<file path="src/rtl/mult_arbiter.sv">
// Round-robin arbiter/sequencer sharing one serial multiplier between two
// requesters: latch operand, strobe start, shift LSB-first, capture product.
module mult_arbiter #(
    parameter int OP_W         = 32,
    parameter int SHIFT_CYCLES = 33,
    parameter int RES_W        = 33
) (
    input  logic             clk,
    input  logic             rst,
    input  logic [1:0]       req,
    input  logic [OP_W-1:0]  op0,
    input  logic [OP_W-1:0]  op1,
    output logic [1:0]       grant,
    output logic             busy,
    output logic [1:0]       done,
    output logic [RES_W-1:0] result,
    output logic             mult_start,
    output logic             mult_bit,
    input  logic [RES_W-1:0] mult_result
);

    localparam int CW = $clog2(SHIFT_CYCLES);

    typedef enum logic [1:0] {IDLE, START, SHIFT, CAPTURE} state_t;

    state_t           state, state_d;
    logic [OP_W-1:0]  sreg, sreg_d;
    logic [CW-1:0]    cnt, cnt_d;
    logic             last, last_d;
    logic             win;
    logic [1:0]       grant_d, done_d;
    logic             busy_d, start_d, bit_d;
    logic [RES_W-1:0] result_d;

    always_ff @(posedge clk) begin
        if (rst) begin
            state      <= IDLE;
            sreg       <= '0;
            cnt        <= '0;
            last       <= 1'b1;
            grant      <= '0;
            busy       <= 1'b0;
            done       <= '0;
            result     <= '0;
            mult_start <= 1'b0;
            mult_bit   <= 1'b0;
        end else begin
            state      <= state_d;
            sreg       <= sreg_d;
            cnt        <= cnt_d;
            last       <= last_d;
            grant      <= grant_d;
            busy       <= busy_d;
            done       <= done_d;
            result     <= result_d;
            mult_start <= start_d;
            mult_bit   <= bit_d;
        end
    end

    always_comb begin
        state_d  = state;
        sreg_d   = sreg;
        cnt_d    = cnt;
        last_d   = last;
        grant_d  = grant;
        busy_d   = busy;
        done_d   = '0;
        result_d = result;
        start_d  = 1'b0;
        bit_d    = 1'b0;
        win      = 1'b0;
        unique case (state)
            IDLE: begin
                // Requests seen during the done pulse are still the old owner's.
                if (done == 2'b00 && req != 2'b00) begin
                    win     = (req == 2'b11) ? ~last : req[1];
                    grant_d = win ? 2'b10 : 2'b01;
                    sreg_d  = win ? op1 : op0;
                    last_d  = win;
                    busy_d  = 1'b1;
                    start_d = 1'b1;
                    state_d = START;
                end
            end
            START: begin
                cnt_d   = '0;
                bit_d   = sreg[0];
                sreg_d  = sreg >> 1;
                state_d = SHIFT;
            end
            SHIFT: begin
                if (cnt == CW'(SHIFT_CYCLES - 1)) begin
                    state_d = CAPTURE;
                end else begin
                    cnt_d  = cnt + 1'b1;
                    bit_d  = sreg[0];
                    sreg_d = sreg >> 1;
                end
            end
            CAPTURE: begin
                result_d = mult_result;
                done_d   = grant;
                grant_d  = '0;
                busy_d   = 1'b0;
                state_d  = IDLE;
            end
        endcase
    end

endmodule

</file>
<file path="config.mk">
export PLATFORM = sky130hd
export DESIGN_NAME = mult_arbiter
export DESIGN_NICKNAME = d
export VERILOG_FILES = /design/src/rtl/mult_arbiter.sv
export SDC_FILE = /design/constraint.sdc
export NUM_CORES = 1
export LEC_CHECK = 0
export CORE_MARGIN = 10
export CORE_UTILIZATION = 30
export CTS_BUF_LIST = sky130_fd_sc_hd__clkbuf_16
export CTS_CLUSTER_SIZE = 10
export DETAILED_ROUTE_END_ITERATION = 8
export PLACE_DENSITY = 0.61
export SYNTH_ARGS = -nofsm -noshare
export SYNTH_HDL_FRONTEND = slang
export SYNTH_SLANG_ARGS = --single-unit
export TNS_END_PERCENT = 30
</file>
<file path="constraint.sdc">
create_clock -name clk -period 1.9 [get_ports clk]
set_input_delay 0.285 -clock clk [delete_from_list [all_inputs] [get_ports clk]]
set_output_delay 0.285 -clock clk [all_outputs]
set_load 0.03 [all_outputs]
</file>
==> metrics.cfg, run 1 <==
[run_status]
status = finished, final reports clean

[routing]
final_antenna_net_count = 0
drt_pass1_iterations = 4
wl_per_cell_um = 15.29
drcViolationCount = 0
first_iter_violations = 192
vias = 3551
avgViaCountPerCell = 4.697
drt_wl_total_mm = 11.56

[layout]
syn2layout_area_growth_pct = 49.59
nFillCells = 1176
layout-drive-gt1-share = 0.07192
num_antenna_cells = 0
layout.nets = 689
multi_input_area_mm2 = 0.002053
ff_latch_area_mm2 = 0.001623
stdcell_count = 756

[power]
power_density_mw_per_mm2 = 1152
vdd_drop_max_uv = 413.2
pwr-share-clk = 0.240
p_int_mw = 4.503
comb_power_share = 0.425
p_sw_mw = 2.331
switching_share = 0.3411
seqPwrFrac = 0.335
p_leak_nw = 2.203
power_mw = 6.835

[sta]
drv_slew = 0
worstMarginPinSlew_ns = 0.5278
rsz0062_at_grt = false
fin_crit_ns = 1.792
hold_viol_final = 0
post-route-period-util = 0.9432
clock.fmax_ghz = 0.5580
setup_viol = 0
finClkSkew_ns = 0.004487
hold_ws_ns = 0.4222
slew_headroom = 0.6481

[clock_tree]
clkTransAtPathRegs_ns = 0.06
clock-sinks = 81
cts_tree = built
clk_latency_ns = 0.33
cts_hold_buf = 0
cts_buffers = 9
h-tree-depth = 3
root_buffer = clkbuf_16
cts_max_path_buffers = 2

[synth]
synth_cells = 452
synth_edf_count = 0
syn_area_mm2 = 0.003966
synth.largest_area_cell = dfxtp_1
yosysMostFrequentCell = dfxtp_1
synth_common_cells = dfxtp_1, mux2i_1, nor2_1
yosysUniqueCellTypes = 38
synth_area_leaders = dfxtp_1, mux2i_1, a221o_1
synth_nets = 560
async_flop_share = 0
ys_ff_latch = 81
seq_area_frac_synth = 0.4088
yosysWarnings = 0
synth_top_area_frac = 0.4088
avgSynthCellArea_um2 = 8.775
synth_flop_cell = dfxtp_1

[min_path]
hold_start = rst
holdPathStages = 2
min_to = result[19]
hold_path_class = primary input to flop

[floorplan]
die_y_um = 135.0
rows = 41
design.die.area_mm2 = 0.01822
core_mm2 = 0.01277
start_util = 0.3105
boundaryPins = 141
die_width_um = 135.0

[global_route]
track_usage = 0.1229
antenna_found_initial = 0
grt_pass1_vias = 3512
grt_pass1_wl_mm = 18.25
grt-ovfl-total = 0
grt_max_degree = 53

[critical_path]
timing.rr.end = sreg[3]
reg2regPathDepth = 5
rr_startpoint = cnt[2]
crit_path_max_fanout = 16
cp.required_ns = 2.16
regToRegSetupSlack_ns = 0.11
critPathLaunchType = flop
path_class = flop to flop
cp-end-kind = flop
worstPathArrival_ns = 2.05

[placement]
numPortBuffers = 140
dp.cells = 740
hpwl_mm = 8.254
place.gp.congestion = 0.7654

[flow_run]
max_cap_violations = 0

==> per-stage QoR <==
step	cell area, µm²	worst slack (ns)	TNS [ns]	util
3_5_place_dp	5607	-0.1327	-3.954	0.4389
6_report	5933	0.1079	0	0.4645
5_1_grt	5933	0.003208	0	0.4645
3_3_place_gp	5607	-0.1022	-3.187	0.4389
4_1_cts	5882	0.04376	0	0.4605
2_1_floorplan	3966	0.1213	0	-
==> routing by layer <==
layer  global-route usage  share of wire  vias up
met5                    0              0        -
met4              0.03469         0.0095        0
met3              0.05341          0.081        8
met2               0.1868           0.44      123
met1               0.1542           0.47     1622
li1                     -              -     1798
==> cell usage in the layout, fill, tap and decap left out, types with 2 or more instances in the layout <==
cell type	n
buf_12	7
o31ai_1	2
inv_1	39
nand2_1	39
a211o_1	2
buf_4	8
nor3_1	3
nor2_1	44
a221o_1	31
clkdlybuf4s50_1	139
inv_2	2
ha_1	5
nand2b_1	32
and3_2	2
nand3_1	3
a21oi_1	38
and3b_1	2
mux2i_1	65
dfxtp_1	80
clkbuf_16	10
o21ai_0	6
==> sequential cells by signal (all words and copies together), names as in the netlist <==
signal      flops
last            1
grant           2
state           2
result         33
sreg           32
busy            1
cnt             6
mult_start      1
mult_bit        1
done            2
==> cell families after synthesis <==
| logic type | count (synthesis) | synth area share |
|---|---|---|
| AOI/OAI and AO/OA | 89 | 0.1644 |
| adders and majority gates | 7 | 0.02208 |
| and+or+nand+nor | 133 | 0.1603 |
| DFF | 81 | 0.4088 |
| buffers and inverters | 77 | 0.08044 |
| muxes | 65 | 0.1640 |
==> final cells by class <==
type / count / area share
clock buffer: 9 / 0.03796
inverter: 40 / 0.02531
clock inverter: 5 / 0.008435
tap: 172 / 0.03627
multi-input combinational: 294 / 0.3461
sequential: 81 / 0.2735
timing repair buffer: 155 / 0.2725
==> power groups by stage <==
| stage | logic, mW | registers (mW) | clock network [mW] |
|---|---|---|---|
| final | 2.91 | 2.29 | 1.64 |
| after global routing | 3.23 | 2.34 | 1.77 |
| after CTS | 2.84 | 2.29 | 1.69 |
| after detailed placement | 2.81 | 2.32 | 0 |
| after global placement | 2.79 | 2.31 | 0 |
| after floorplan | 1.71 | 2.48 | 0 |
==> what timing repair did <==
| action | in CTS | in global routing |
|---|---|---|
| gates resized for setup | 0 | 6 |
| setup endpoints to repair | 0 | 34 |
| buffers inserted | 0 | 1 |
==> how the worst max path moves through the flow <==
stage	start	end	depth (start not counted)
6_report	cnt[2]	sreg[3]	5
5_1_grt	state[0]	grant[1]	7
4_1_cts	state[0]	last	6
3_5_place_dp	req[1]	sreg[10]	6
3_3_place_gp	req[1]	sreg[10]	6
2_1_floorplan	state[0]	grant[0]	7
==> critical path, cell delays in order (launching register included) <==
cell and delay, ns:
dfxtp_1 0.35, or4b_4 0.57, nor2_1 0.19, or3_4 0.21, clkbuf_16 0.21, mux2i_1 0.19
(Power assumes the default switching activity.)
==> run 2, diff against run 1 <==
==> constraint.sdc (replaced) <==
create_clock -name clk -period 1.8 [get_ports clk]
set_input_delay 0.27 -clock clk [delete_from_list [all_inputs] [get_ports clk]]
set_output_delay 0.27 -clock clk [all_outputs]
set_load 0.03 [all_outputs]
==> run 2 against run 1 <==
  * Wire length up 1.2%
  * Total power grew 12%
  * Core utilization grew 0.90 points
  * Sequential share of layout area shrank 0.54 points
  * Clock-buffer cell count did not move
  * Die area unchanged
  * Cell area up 1.9%
  * First-iteration DRC count fell by 26%
  * Fmax grew 4.6%
  * Critical path depth unchanged
  * Clock power grew 29%
  * Critical path type unchanged
==> metrics.cfg, run 2 (synthesized netlist as in run 1, its figures left out) <==
[layout]
reg.largest.list = result: 33 flops, sreg: 32 flops, cnt: 6 flops
layout.nets = 695  ; +0.87%
num_antenna_cells = 0  ; unchanged
layout_commonest_cell = clkdlybuf4s50_1
fin_util = 0.4735  ; +0.009012
nFillCells = 1190  ; +1.2%
syn2layout_area_growth_pct = 52.49
final_cell_mix = clkdlybuf4s50_1, dfxtp_1, mux2i_1
largest_register_ffs = 33  ; unchanged
top_register = result
layout-drive-gt1-share = 0.08446  ; +0.01254

[routing]
vias = 3609  ; +1.6%
avgViaCountPerCell = 4.724  ; +0.57%
drt_wl_total_mm = 11.70  ; +1.2%
final_antenna_net_count = 0  ; unchanged
drt_pass1_iterations = 4  ; unchanged
first_iter_violations = 142  ; -26%
drcViolationCount = 0  ; unchanged
wl_per_cell_um = 15.31  ; +0.14%

[floorplan]
die_y_um = 135.0  ; unchanged
die_width_um = 135.0  ; unchanged
boundaryPins = 141  ; unchanged
design.die.area_mm2 = 0.01822  ; unchanged
start_util = 0.3105  ; unchanged
core_mm2 = 0.01277  ; unchanged
rows = 41  ; unchanged

[global_route]
grt-ovfl-total = 0  ; unchanged
grt_pass1_vias = 3582  ; +2.0%
grt_max_degree = 50  ; -5.7%
track_usage = 0.1256  ; +0.002706
grt_pass1_wl_mm = 18.60  ; +1.9%
antenna_found_initial = 0  ; unchanged

[sta]
tns_ns = 0  ; unchanged
fin_crit_ns = 1.714  ; -0.07810 ns
finClkSkew_ns = 0.006618  ; +0.002132 ns
post-route-period-util = 0.9522  ; +0.009011
drv_slew = 0  ; unchanged
slew_headroom = 0.6913  ; +0.04318
setup_viol = 0  ; unchanged
hold_viol_final = 0  ; unchanged
worstMarginPinSlew_ns = 0.4630  ; -0.06477 ns
clock.fmax_ghz = 0.5834  ; +4.6%
fin_ws_ns = 0.08598  ; -0.02190 ns

[power]
power_mw = 7.657  ; +12%
p_leak_nw = 2.256  ; +2.4%
power_density_mw_per_mm2 = 1266  ; +9.9%
vdd_drop_max_uv = 500.1  ; +21%

[critical_path]
slowest_stage = or4b_4
cp.required_ns = 2.07  ; -0.09 ns
max_stage_delay_ns = 0.54  ; -0.03 ns
path_class = flop to flop
crit_path_max_fanout = 16  ; unchanged
critPathLaunchType = flop
worstPathCellList = or4b_4 -> nor2_1 -> or3_4 -> buf_12 -> mux2i_1
cp-end-kind = flop
crit_buf_inv = 1  ; unchanged
cp_top_family = simple AND/OR/NAND/NOR gates
worstPathArrival_ns = 1.98  ; -0.07 ns

[clock_tree]
cts_buffers = 9  ; unchanged
clk_latency_ns = 0.34  ; about the same
root_buffer = clkbuf_16
h-tree-depth = 3  ; unchanged
cts_max_path_buffers = 2  ; unchanged
cts_tree = built
clock-sinks = 81  ; unchanged
cts_hold_buf = 0  ; unchanged
clkTransAtPathRegs_ns = 0.06  ; about the same

[run_status]
status = finished, final reports clean

[placement]
hpwl_mm = 8.248  ; about the same
numPortBuffers = 140  ; unchanged
place.gp.congestion = 0.7679  ; +0.33%
dpl_worst_slack_ns = -0.2406  ; -0.1079 ns

[flow_run]
max_cap_violations = 0  ; unchanged

[min_path]
hold_path_class = primary input to flop

## run 2: worst reg2reg max path, stage by stage, from the launching register on
cell	delay, ns
dfxtp_1	0.31
or4b_4	0.54
nor2_1	0.19
or3_4	0.20
buf_12	0.18
mux2i_1	0.22
## run 2: path summary, 6_finish.rpt
path / from / to / slack, ns / depth (start not counted)
setup / recovery: cnt[2] / sreg[2] / 0.09 / 5
hold / removal: rst / mult_start / 0.37 / 2
setup reg to reg: cnt[2] / sreg[2] / 0.09 / 5
hold reg to reg: sreg[23] / sreg[23] / 0.47 / 2
## run 2: stage by stage
stage	std cells	instance area [µm²]	hold WS [ns]
after floorplan	452	3966	0.4172
after global placement	745	5644	0.4616
after detailed placement	745	5644	0.4663
after CTS	761	5987	0.3570
after global routing	764	6048	0.3936
final	764	6048	0.3710
## run 2: layer usage
layer  track usage  up-vias  share of wire  wire, µm
li1              -     1817              -         -
met1        0.1581     1656           0.47      5540
met2        0.1919      117           0.44      5111
met3       0.04303       19          0.072       846
met4       0.05024        0          0.017       201
met5             0        -              0         0
## run 2: final cells by class
cell class	count	area [µm²]	area share
multi-input cells	294	2053	0.3395
repair buffers	161	1665	0.2753
flip-flops and latches	81	1622	0.2681
clock buffers	9	225.2	0.03724
well taps	172	215.2	0.03558
inverters	40	150.1	0.02482
clock inverters	7	117.6	0.01945
## run 2: what timing repair did
action	CTS	global route
resized for setup	1	5
cloned	0	1
setup endpoints to repair	2	23
pin swaps	0	1
setup buffers	0	2
## run 2: power breakdown
part / internal, mW / switching [mW] / total (mW)
clock: 1.35 / 0.755 / 2.11
combinational: 1.56 / 1.59 / 3.14
sequential: 2.20 / 0.204 / 2.40
total: 5.11 / 2.55 / 7.66
==> run 3, diff against run 2 <==
--- a/config.mk
+++ b/config.mk
@@ -6,11 +6,12 @@
 export NUM_CORES = 1
 export LEC_CHECK = 0
 export CORE_MARGIN = 10
-export CORE_UTILIZATION = 30
+export CORE_UTILIZATION = 45
 export CTS_BUF_LIST = sky130_fd_sc_hd__clkbuf_16
 export CTS_CLUSTER_SIZE = 10
 export DETAILED_ROUTE_END_ITERATION = 8
-export PLACE_DENSITY = 0.61
+export MAX_ROUTING_LAYER = met4
+export PLACE_DENSITY = 0.84
 export SYNTH_ARGS = -nofsm -noshare
 export SYNTH_HDL_FRONTEND = slang
 export SYNTH_SLANG_ARGS = --single-unit
==> run 3 against run 2 <==
  * Clock-buffer cell count unchanged
  * Sequential power about the same
  * Global-route usage up 4.7 points
  * Critical path depth unchanged
  * First-iteration DRC count up 26%
  * Via count up 0.25%
  * Core utilization up 22 points
  * Critical path type unchanged
  * Critical endpoint is now sreg[4]
  * Largest cell class unchanged
==> metrics.cfg, run 3 (synthesized netlist as in run 1, its figures left out) <==
[sta]
drv_slew = 0  ; unchanged
fin_ws_ns = 0.06369  ; -0.02229 ns
rsz0062_at_grt = true
fin_crit_ns = 1.736  ; +0.02229 ns
worstMarginPinSlew_ns = 0.3919  ; -0.07113 ns
setup_viol = 0  ; unchanged
post-route-period-util = 0.9646  ; +0.01238
clock.fmax_ghz = 0.5759  ; -1.3%
tns_ns = 0  ; unchanged
hold_viol_final = 0  ; unchanged
finClkSkew_ns = 0.008945  ; +0.002327 ns
slew_headroom = 0.7387  ; +0.04742

[min_path]
hold_start = busy
holdPathStages = 2  ; unchanged
hold_path_class = flop to flop

[routing]
avgViaCountPerCell = 5.147  ; +8.9%
drt_wl_total_mm = 11.35  ; -3.0%
vias = 3618  ; +0.25%
drt_pass1_iterations = 5  ; +1
drcViolationCount = 0  ; unchanged
final_antenna_net_count = 0  ; unchanged
wl_per_cell_um = 16.15  ; +5.4%
first_iter_violations = 179  ; +26%

[global_route]
grt_pass1_vias = 3817  ; +6.6%
grt_pass1_wl_mm = 18.07  ; -2.9%
antenna_found_initial = 0  ; unchanged
track_usage = 0.1726  ; +0.04698
grt_max_degree = 55  ; +10%
grt-ovfl-total = 0  ; unchanged

[clock_tree]
cts_hold_buf = 0  ; unchanged
cts_tree = built
clkTransAtPathRegs_ns = 0.06  ; about the same
root_buffer = clkbuf_16
cts_buffers = 9  ; unchanged
cts_max_path_buffers = 2  ; unchanged
h-tree-depth = 3  ; unchanged
clk_latency_ns = 0.33  ; about the same
clock-sinks = 81  ; unchanged

[placement]
place.gp.congestion = 0.7845  ; +2.2%
dpl_worst_slack_ns = -0.2322  ; +0.008385 ns
numPortBuffers = 140  ; unchanged
hpwl_mm = 8.072  ; -2.1%

[layout]
top_register = result
syn2layout_area_growth_pct = 51.07
num_antenna_cells = 0  ; unchanged
layout.nets = 698  ; +0.43%
largest_register_ffs = 33  ; unchanged
layout_commonest_cell = clkdlybuf4s50_1
final_cell_mix = clkdlybuf4s50_1, dfxtp_1, mux2i_1
layout-drive-gt1-share = 0.09916  ; +0.01470
reg.largest.list = result: 33 flops, sreg: 32 flops, cnt: 6 flops

[floorplan]
core_mm2 = 0.008636  ; -32%
die_y_um = 113.9  ; -16%
die_width_um = 113.9  ; -16%
boundaryPins = 141  ; unchanged
rows = 34  ; -17%
start_util = 0.4593  ; +0.1488
design.die.area_mm2 = 0.01297  ; -29%

[critical_path]
reg2regPathDepth = 5  ; unchanged
worstSetupStartpoint = cnt[2]
timing.rr.end = sreg[4]
regToRegSetupSlack_ns = 0.06  ; -0.02 ns
cp-end-kind = flop
worstPathArrival_ns = 1.99  ; about the same
path_class = flop to flop
cp.required_ns = 2.05  ; -0.02 ns
critPathLaunchType = flop
crit_path_max_fanout = 16  ; unchanged
rr_startpoint = cnt[2]
endpoint = sreg[4]

[power]
p_leak_nw = 2.275  ; +0.83%
p_int_mw = 5.040  ; -1.3%
power_density_mw_per_mm2 = 1282  ; +1.3%
p_sw_mw = 2.643  ; +3.7%
vdd_drop_max_uv = 746.0  ; +49%
comb_power_share = 0.420  ; +0.009
seqPwrFrac = 0.315  ; about the same
switching_share = 0.3440  ; +0.01124
pwr-share-clk = 0.265  ; -0.011

[run_status]
status = finished, final reports clean

[flow_run]
max_cap_violations = 0  ; unchanged

[run 3: cell types whose count changed in the layout (fill, tap and decap cells not counted), sizes merged]
cell / change
inv: +3
buf: +4
bufinv: -1
clkinvlp: -2
clkbuf: -1
[run 3: critical path, cell delays in order, from the launching register on]
cell	delay [ns]
dfxtp_1	0.35
or4b_4	0.59
nor2_4	0.12
or3_4	0.18
buf_16	0.18
mux2i_1	0.23
[run 3: worst min-delay path by stage]
| stage | to | slack (ns) |
|---|---|---|
| 2_1_floorplan | result[0] | 0.42 |
| 3_3_place_gp | sreg[2] | 0.46 |
| 3_5_place_dp | busy | 0.46 |
| 4_1_cts | busy | 0.48 |
| 5_1_grt | sreg[27] | 0.51 |
| 6_report | busy | 0.47 |
[run 3: area by class of cell]
class	count	area (µm²)
sequential	81	1623
clock inverter	7	108.9
fill	646	2644
tap	108	135.1
inverter	40	150.1
multi-input combinational	294	2072
timing repair buffer	164	1678
clock buffer	9	225.2
[run 3: power by group through the flow]
| stage | clock [mW] | sequential (mW) | combinational (mW) |
|---|---|---|---|
| finish | 2.04 | 2.42 | 3.22 |
| global placement | 0 | 2.43 | 2.96 |
| global route | 2.16 | 2.47 | 3.53 |
| floorplan | 0 | 2.62 | 1.80 |
| detailed placement | 0 | 2.44 | 3.04 |
| CTS | 2.07 | 2.41 | 3.17 |
[run 3: per-layer routing]
layer / up-vias / wire length [µm] / track usage
li1: 1822 / - / -
met1: 1680 / 4789 / 0.1926
met2: 104 / 5603 / 0.2852
met3: 12 / 856 / 0.05932
met4: 0 / 104 / 0.05263
met5: - / 0 / -
[run 3: metrics by stage]
| stage | instances | utilization | hold slack, ns | power [mW] | instance area (µm²) |
|---|---|---|---|---|---|
| 2_1_floorplan | 452 | - | 0.4172 | 4.424 | 3966 |
| 3_5_place_dp | 685 | 0.6463 | 0.4645 | 5.488 | 5582 |
| 3_3_place_gp | 685 | 0.6463 | 0.4609 | 5.383 | 5582 |
| 4_1_cts | 702 | 0.6905 | 0.4763 | 7.648 | 5963 |
| 6_report | 703 | 0.6939 | 0.4748 | 7.683 | 5992 |
| 5_1_grt | 703 | 0.6939 | 0.5080 | 8.153 | 5992 |
[run 3: timing repair]
action	4_1_cts	5_1_grt
endpoints found under the setup margin	12	19
resized for setup	4	9
pin swaps	0	3
setup buffers	0	1
gates cloned	1	0
